## src/rtl/md5_guess_generator.sv

```systemverilog
// Brute-force candidate enumerator feeding the MD5 pipeline: walks every string over
// [CHAR_MIN, CHAR_MAX] for lengths min_len..max_len, one candidate per consumed cycle.
module md5_guess_generator #(
  parameter logic [7:0] CHAR_MIN = 8'h61,
  parameter logic [7:0] CHAR_MAX = 8'h7a
) (
  input  logic         clk,
  input  logic         reset,
  input  logic         start,
  input  logic [3:0]   min_len,
  input  logic [3:0]   max_len,
  input  logic         en,
  output logic [127:0] guess,
  output logic [3:0]   guesslen,
  output logic         valid,
  output logic         busy,
  output logic         done,
  output logic         err,
  output logic [63:0]  count
);

  typedef enum logic [1:0] {IDLE, RUN, DONE} state_t;

  state_t       state;
  state_t       state_next;
  logic [3:0]   max_len_q;
  logic         legal;
  logic         accept;
  logic         consume;
  logic         carry;
  logic         last;
  logic [127:0] guess_next;
  logic [127:0] guess_first;
  logic [3:0]   len_next;

  always_comb begin
    legal   = (min_len != 4'd0) && (min_len <= max_len);
    accept  = start && (state != RUN);
    consume = (state == RUN) && en;
    valid   = (state == RUN);
    busy    = (state == RUN);
    done    = (state == DONE);
  end

  // Odometer advance: position 0 is least significant; carry stops at guesslen-1.
  always_comb begin
    guess_next = guess;
    len_next   = guesslen;
    carry      = 1'b1;
    last       = 1'b0;
    for (int unsigned i = 0; i < 16; i++) begin
      if ((4'(i) < guesslen) && carry) begin
        if (guess[127-8*i -: 8] == CHAR_MAX) begin
          guess_next[127-8*i -: 8] = CHAR_MIN;
        end else begin
          guess_next[127-8*i -: 8] = guess[127-8*i -: 8] + 8'd1;
          carry = 1'b0;
        end
      end
    end
    if (carry) begin
      if (guesslen < max_len_q) begin
        // Lower positions already wrapped to CHAR_MIN; only the new top byte needs seeding.
        len_next = guesslen + 4'd1;
        for (int unsigned i = 0; i < 16; i++) begin
          if (4'(i) == guesslen) guess_next[127-8*i -: 8] = CHAR_MIN;
        end
      end else begin
        last = 1'b1;
      end
    end
  end

  always_comb begin
    guess_first = '0;
    for (int unsigned i = 0; i < 16; i++) begin
      if (4'(i) < min_len) guess_first[127-8*i -: 8] = CHAR_MIN;
    end
  end

  always_comb begin
    state_next = state;
    case (state)
      IDLE, DONE: if (start) state_next = legal ? RUN : DONE;
      RUN:        if (consume && last) state_next = DONE;
      default:    state_next = IDLE;
    endcase
  end

  always_ff @(posedge clk) begin
    if (reset) state <= IDLE;
    else       state <= state_next;
  end

  always_ff @(posedge clk) begin
    if (reset) begin
      guess     <= '0;
      guesslen  <= '0;
      err       <= 1'b0;
      count     <= '0;
      max_len_q <= '0;
    end else if (accept) begin
      count <= '0;
      err   <= !legal;
      if (legal) begin
        guess     <= guess_first;
        guesslen  <= min_len;
        max_len_q <= max_len;
      end
    end else if (consume) begin
      if (count != '1) count <= count + 64'd1;
      if (!last) begin
        guess    <= guess_next;
        guesslen <= len_next;
      end
    end
  end

endmodule

```

## config.mk

```make
export PLATFORM = sky130hd
export DESIGN_NAME = md5_guess_generator
export DESIGN_NICKNAME = d
export VERILOG_FILES = /design/src/rtl/md5_guess_generator.sv
export SDC_FILE = /design/constraint.sdc
export NUM_CORES = 1
export LEC_CHECK = 0
export ABC_AREA = 1
export CAP_MARGIN = 20
export CELL_PAD_IN_SITES_DETAIL_PLACEMENT = 1
export CELL_PAD_IN_SITES_GLOBAL_PLACEMENT = 1
export CORE_MARGIN = 8
export CORE_UTILIZATION = 39
export CTS_BUF_LIST = sky130_fd_sc_hd__clkbuf_4 sky130_fd_sc_hd__clkbuf_8 sky130_fd_sc_hd__clkbuf_16
export CTS_CLUSTER_SIZE = 12
export DETAILED_ROUTE_END_ITERATION = 10
export GPL_ROUTABILITY_DRIVEN = 0
export PLACE_DENSITY = 0.89
export SYNTH_ARGS = -nofsm -noshare
export SYNTH_HDL_FRONTEND = slang
export SYNTH_SLANG_ARGS = --single-unit
```

## constraint.sdc

```tcl
create_clock -name clk -period 4.15 [get_ports clk]
set_input_delay 0.415 -clock clk [delete_from_list [all_inputs] [get_ports clk]]
set_output_delay 0.415 -clock clk [all_outputs]
set_load 0.005 [all_outputs]
```

* Word level (Yosys, flattened, before mapping) *
Index checks and enable logic that the tools add are counted.

storage, ports and cells
  flip-flop bits (word level) = 203
  input bits = 12
  output and inout bits = 200
  logic and storage cells = 244

operators by class
  add/subtract/negate cells = 18
  magnitude comparators = 34
  eq/ne operators = 39
  mux-type cells = 114
  reductions and logical operators = 33

operator list
  operator                                                   count
  two-way mux 128 bit                                        6
  two-way mux 8 bit                                          48
  adder 8 x 1 -> 8 bit, second input constant                16
  equality test 8 x 7 -> 1 bit, second input constant        16
  two-way mux 7 bit                                          16
  adder 64 x 1 -> 64 bit, second input constant              1
  less-than comparator 4 bit, first input constant           16
  != test 64 bit, second input constant                      1
  two-way mux 1 bit                                          34
  equality test 4 bit, first input constant                  8
  less-than comparator 3 x 4 -> 1 bit, first input constant  8
  two-way mux 4 bit                                          6
  logical AND 1 bit                                          19
  equality test 3 x 4 -> 1 bit, first input constant         4
  less-than comparator 1 x 4 -> 1 bit, first input constant  4
  less-than comparator 2 x 4 -> 1 bit, first input constant  4
  equality test 2 x 4 -> 1 bit, first input constant         2
  two-way mux 2 bit                                          3
  != test 2 bit, second input constant                       3
  AND reduction 2 bit                                        3
  nonzero test 2 bit                                         3
  AND reduction 5 bit                                        1
  adder 4 x 1 -> 4 bit, second input constant                1
  equality test 1 x 4 -> 1 bit, first input constant         1
  other kinds (12)                                           14

* Longest topological paths before layout *
  depth after elaboration = 39
  gate-level depth with buffers = 27
  mapped depth without buffers = 27

* Worst setup path before layout *
OpenSTA, ideal clock, no wires.

  kind = flip-flop to flip-flop
  start point = register guesslen[0]
  end point = register guess[80]
  setup time = 115 ps
  data arrival time = 3064 ps
  data required time = 4035 ps
  path slack = 971 ps
  cell stages (with the launch flop) = 22
  path buffers = 2
  clock period less this slack = 3179 ps
  cell sequence = dfxtp_1 > inv_1 > ha_1 > nand2_2 > nand2_2 > o21ai_2 > a21oi_2 > o221ai_2 > a21oi_2 > o221ai_2 > a21oi_2 > o221ai_2 > a21oi_4 > o21ai_2 > a21oi_4 > o211ai_2 > nand2_2 > nand2_4 > buf_6 > buf_2 > o21bai_1 > nor2_1

on the way
  longest elaborated chain between the ends = 36
  elaborated cells between the ends (all ways) = 75
  those cells by class = order compare (17); eq/ne (2); mux (40); reduce/logical (16)

ends and longest elaborated chain
  what                                                    RTL line  source
  from (decl)                                             14        output logic [3:0] guesslen,
  from (signal assigned)                                  107       guesslen <= min_len;
  from (signal assigned)                                  114       guesslen <= len_next;
  less-than comparator 1 x 4 -> 1 bit                     52        if ((4'(i) < guesslen) && carry) begin
  two-way mux 1 bit                                       52
  two-way mux 1 bit or logical AND 1 bit (tied branches)  53, 52
  two-way mux 1 bit                                       52
  two-way mux 1 bit or logical AND 1 bit (tied branches)  53, 52
  two-way mux 1 bit                                       52
  two-way mux 1 bit or logical AND 1 bit (tied branches)  53, 52
  two-way mux 1 bit                                       52
  (+20 left out)                                          n/a
  two-way mux 1 bit or logical AND 1 bit (tied branches)  53, 52
  two-way mux 1 bit                                       52
  two-way mux 1 bit or logical AND 1 bit (tied branches)  53, 52
  two-way mux 1 bit                                       52
  two-way mux 128 bit                                     61        if (carry) begin
  two-way mux 128 bit                                     112       if (!last) begin
  two-way mux 128 bit                                     110       end else if (consume) begin
  two-way mux 128 bit                                     102       end else if (accept) begin
  to (signal assigned)                                    106       guess <= guess_first;
  to (signal assigned)                                    113       guess <= guess_next;
  to (decl)                                               13        output logic [127:0] guess,

Several ways; a longest one is shown, not always the timed one. The select of a mux whose other input is x is not followed.
A chain may end at the register's enable or synchronous reset.

* Worst setup path in the final report *
  start point = register guess[108]
  end point = register guess[56]

on the way
  longest elaborated chain between the ends = 33
  elaborated cells between the ends (all ways) = 52
  those cells by class = eq/ne (2); mux (36); reduce/logical (14)

ends and longest elaborated chain
  what                                                    RTL line  source
  equality test 8 x 7 -> 1 bit *                          53        if (guess[127-8*i -: 8] == CHAR_MAX) begin
  two-way mux 1 bit *                                     53
  two-way mux 1 bit *                                     52
  two-way mux 1 bit or logical AND 1 bit (tied branches)  53, 52
  two-way mux 1 bit *                                     52
  two-way mux 1 bit or logical AND 1 bit (tied branches)  53, 52
  two-way mux 1 bit *                                     52
  two-way mux 1 bit or logical AND 1 bit (tied branches)  53, 52
  (+17 left out)                                          n/a
  two-way mux 1 bit or logical AND 1 bit (tied branches)  53, 52
  two-way mux 1 bit                                       52
  two-way mux 1 bit or logical AND 1 bit (tied branches)  53, 52
  two-way mux 1 bit                                       52
  two-way mux 128 bit                                     61
  two-way mux 128 bit                                     112
  two-way mux 128 bit                                     110
  two-way mux 128 bit                                     102

Mark *: on every way between the ends. The rest lies on a longest branch, timed or not. The select of a mux whose other input is x is not followed.

==> flow_metrics.tcl <==
set metrics [dict create \
    insertion_delay_ps 480 \
    synth_top_area_share 0.270 \
    hold_path_depth 2 \
    syn_area_um2 14500 \
    die_w_um 209 \
    antenna_found_initial 3 \
    hold_viol_final 0 \
    timing.fmax_mhz 250 \
    synth_xor_area_frac 0.0337 \
    place_area_um2 17000 \
    worst_path_max_delay_cell "inv_2" \
    hold_buffers 0 \
    initial_utilization 0.396 \
    worst_pin_slew_ps 905 \
    synth-simple-area-share 0.367 \
    slew_viol_final 0 \
    critPathArrivalTime_ps 4410 \
    grt_usage 0.254 \
    period_needed_ps 4000 \
    cts-buffers-inserted 17 \
    clock_skew_ps 20.8 \
    hold_path.startpoint "count[49]" \
    ioPinCount 212 \
    setup_viol 0 \
    final_cell_area_um2 17700 \
    hold_path.class "reg2reg" \
    synth_cells 2404 \
    r2r_slack_ps 150 \
    synth.largest_area_cell "dfxtp_1" \
    ant_nets 0 \
    outcome "complete, no violations" \
    cp.required_ps 4550 \
    p_leak_nw 7.07 \
    area.growth.synth_to_final_pct 22.1 \
    yosysWarnings 0 \
    cts_tree "built" \
    cp_max_fo 25 \
    reg2reg_to "guess[56]" \
    via_per_inst 5.58 \
    setup.worst_path.start_class "register" \
    row_count 70 \
    synth-edff-count 0 \
    cts.clk_slew.worst_paths_ps 90 \
    ir_drop_mv 0.337 \
    grt_max_degree 82 \
    power_density_nw_per_um2 352 \
    hold_path_end "count[49]" \
    utilization 0.484 \
    fin_nets 2635 \
    r2r-start "guess[108]" \
    slew_headroom 0.391 \
    synth-adder-area-share 0.0353 \
    end_kind "register" \
    critPathKind "reg2reg" \
    vias 17100 \
    io_buffers 206 \
    synth-compound-area-share 0.189 \
    seq_area_frac_synth 0.270 \
    coreArea_um2 36700 \
    wirelength_mm 57.0 \
    grt_pass1_vias 17800 \
    clock-sinks 196 \
    finalCritPeriodShare 0.964 \
    max_cap_viol_count 0 \
    grt_overflow 0 \
    ys_async_sr_fraction 0 \
    dieArea_um2 43700 \
    synth_mux_area_frac 0.000774 \
    syn_area_per_cell_um2 6.05 \
    clk_path_buf_depth 2 \
    wl_per_cell_um 18.6 \
    grt_pass1_wl_mm 92.5 \
    cp_cell_sequence "nand2_1 > nor3_1 > nand3_2 > a21oi_2 > o221ai_2 > a21oi_2 > o221ai_2 > a21oi_2 > o221ai_2 > a21oi_4 > o21ai_2 > a21oi_4 > o211ai_2 > nand2_2 > nand2_4 > inv_2 > nor2_1 > nor2_1" \
    synthFlopType "dfxtp_1" \
    drtIter0Drc 975 \
    synth_top_family_by_area "simple AND/OR/NAND/NOR gates" \
    cts_max_level 4 \
    drive_gt1_frac 0.0505 \
    dr.pass1.iters 5 \
    synth_area_leaders "dfxtp_1 (27%), nand2_1 (16%), nor2_1 (9.0%)" \
    cts-root-buf "clkbuf_16" \
    die_y_um 209 \
    drc 0 \
    reg2reg_depth 18 \
    hpwl_mm 41.7 \
    cp_slowest_stage_delay_ps 460 \
    synth_cell_type_count 53 \
    ys_ff_latch 196 \
]
critical path: cells and delay by family, from the launching register on:
kind	cells	cell delay [ps]
buffers and inverters	1	460
AOI/OAI and AO/OA	10	1770
DFF	1	440
and+or+nand+nor	7	1230
cell type report:
cell class	instances	area [µm²]
Multi-Input combinational cell	1844	9200
Clock buffer	18	433
Inverter	278	1040
Fill cell	4997	19000
Timing Repair Buffer	245	2380
Antenna cell	2	5.00
Sequential cell	196	3930
Clock inverter	14	175
Tap cell	468	586
layer usage:
metal	global-route usage	routed length (µm)	up-vias
met5	0	13	-
met4	0.107	2040	2
met3	0.0513	3410	144
met2	0.449	27700	503
met1	0.296	23900	8295
li1	-	-	8147
what timing repair did:
item                       in CTS  in global routing
setup buffers                   0                  3
setup endpoints to repair       1                102
resized for setup               1                 19
power by group:
| part | switching, mW | total (mW) | internal (mW) |
|---|---|---|---|
| clock | 0.960 | 1.79 | 0.830 |
| sequential | 0.265 | 2.30 | 2.04 |
| combinational | 1.33 | 2.15 | 0.822 |
layout by cell type, fill, tap and decap left out, types with 10 or more instances in the layout:
master           netlist  layout
ha_1                  41      41
or2_2                 11      11
o21ai_0              185     184
clkbuf_16              0      17
o21bai_1              80      80
nand3_1              132     130
nand2_1              639     638
o21ai_1                9      10
dfxtp_1              196     195
nand4_1               31      31
inv_1                273     272
clkdlybuf4s50_1        0     206
xor2_1                43      43
o21a_1                11      11
xnor2_1               13      13
o22ai_1               14      14
a21oi_1              114     114
nor3_1                59      59
buf_4                 14      34
nor4_1                28      26
nor2_1               349     342
flip-flops by register name, summed over array words and instances, names as in the netlist:
signal	flops
guess	121
max_len_q	4
err	1
count	64
guesslen	4
state	2
through the flow:
step	hold WS [ps]	setup TNS, ps	cells	total power, mW	setup WS, ps
global route	531	-1100	3065	6.62	-101
finish	506	0	3065	6.25	148
floorplan	457	0	2408	3.62	971
detailed placement	490	0	3028	4.45	38.3
global placement	470	0	3028	4.33	169
CTS	501	0	3060	6.24	70.6
kinds of logic after synthesis:
group | after synthesis
muxes | 1
AOI/OAI and AO/OA | 462
DFF | 196
other | 1
adders and majority gates | 41
buffers and inverters | 368
and+or+nand+nor | 1279
xor gates and xnor gates | 56
synthesized netlist by cell type, types with 3 or more instances:
cell type / instances
nor4_1: 28
o22ai_1: 14
ha_1: 41
inv_1: 273
o211ai_1: 9
nor3b_1: 5
and3_1: 4
nor2_2: 3
nand2_1: 639
a22oi_1: 9
nand4_1: 31
buf_2: 17
o21ai_0: 185
a21oi_1: 114
nand2_2: 4
o21ai_1: 9
xor2_1: 43
buf_1: 6
buf_4: 14
nand3_1: 132
buf_6: 7
o21a_1: 11
xnor2_1: 13
nor3_1: 59
a21oi_2: 4
dfxtp_1: 196
or2_2: 11
o221ai_2: 4
nand3b_1: 6
nor2_1: 349
o21ai_2: 3
inv_2: 5
clkbuf_1: 46
o21bai_1: 80
o31ai_1: 4
worst max path at each step:
stage	endpoint	start	slack, ps	cells after the start
2_1_floorplan	guess[80]	guesslen[0]	970	21
4_1_cts	guess[59]	guesslen[1]	70	22
3_3_place_gp	count[61]	en	170	17
6_report	guess[56]	guess[108]	150	18
3_5_place_dp	count[61]	en	40	17
5_1_grt	guess[56]	guess[108]	-100	18
No activity file was read; power rests on OpenSTA's default activity.
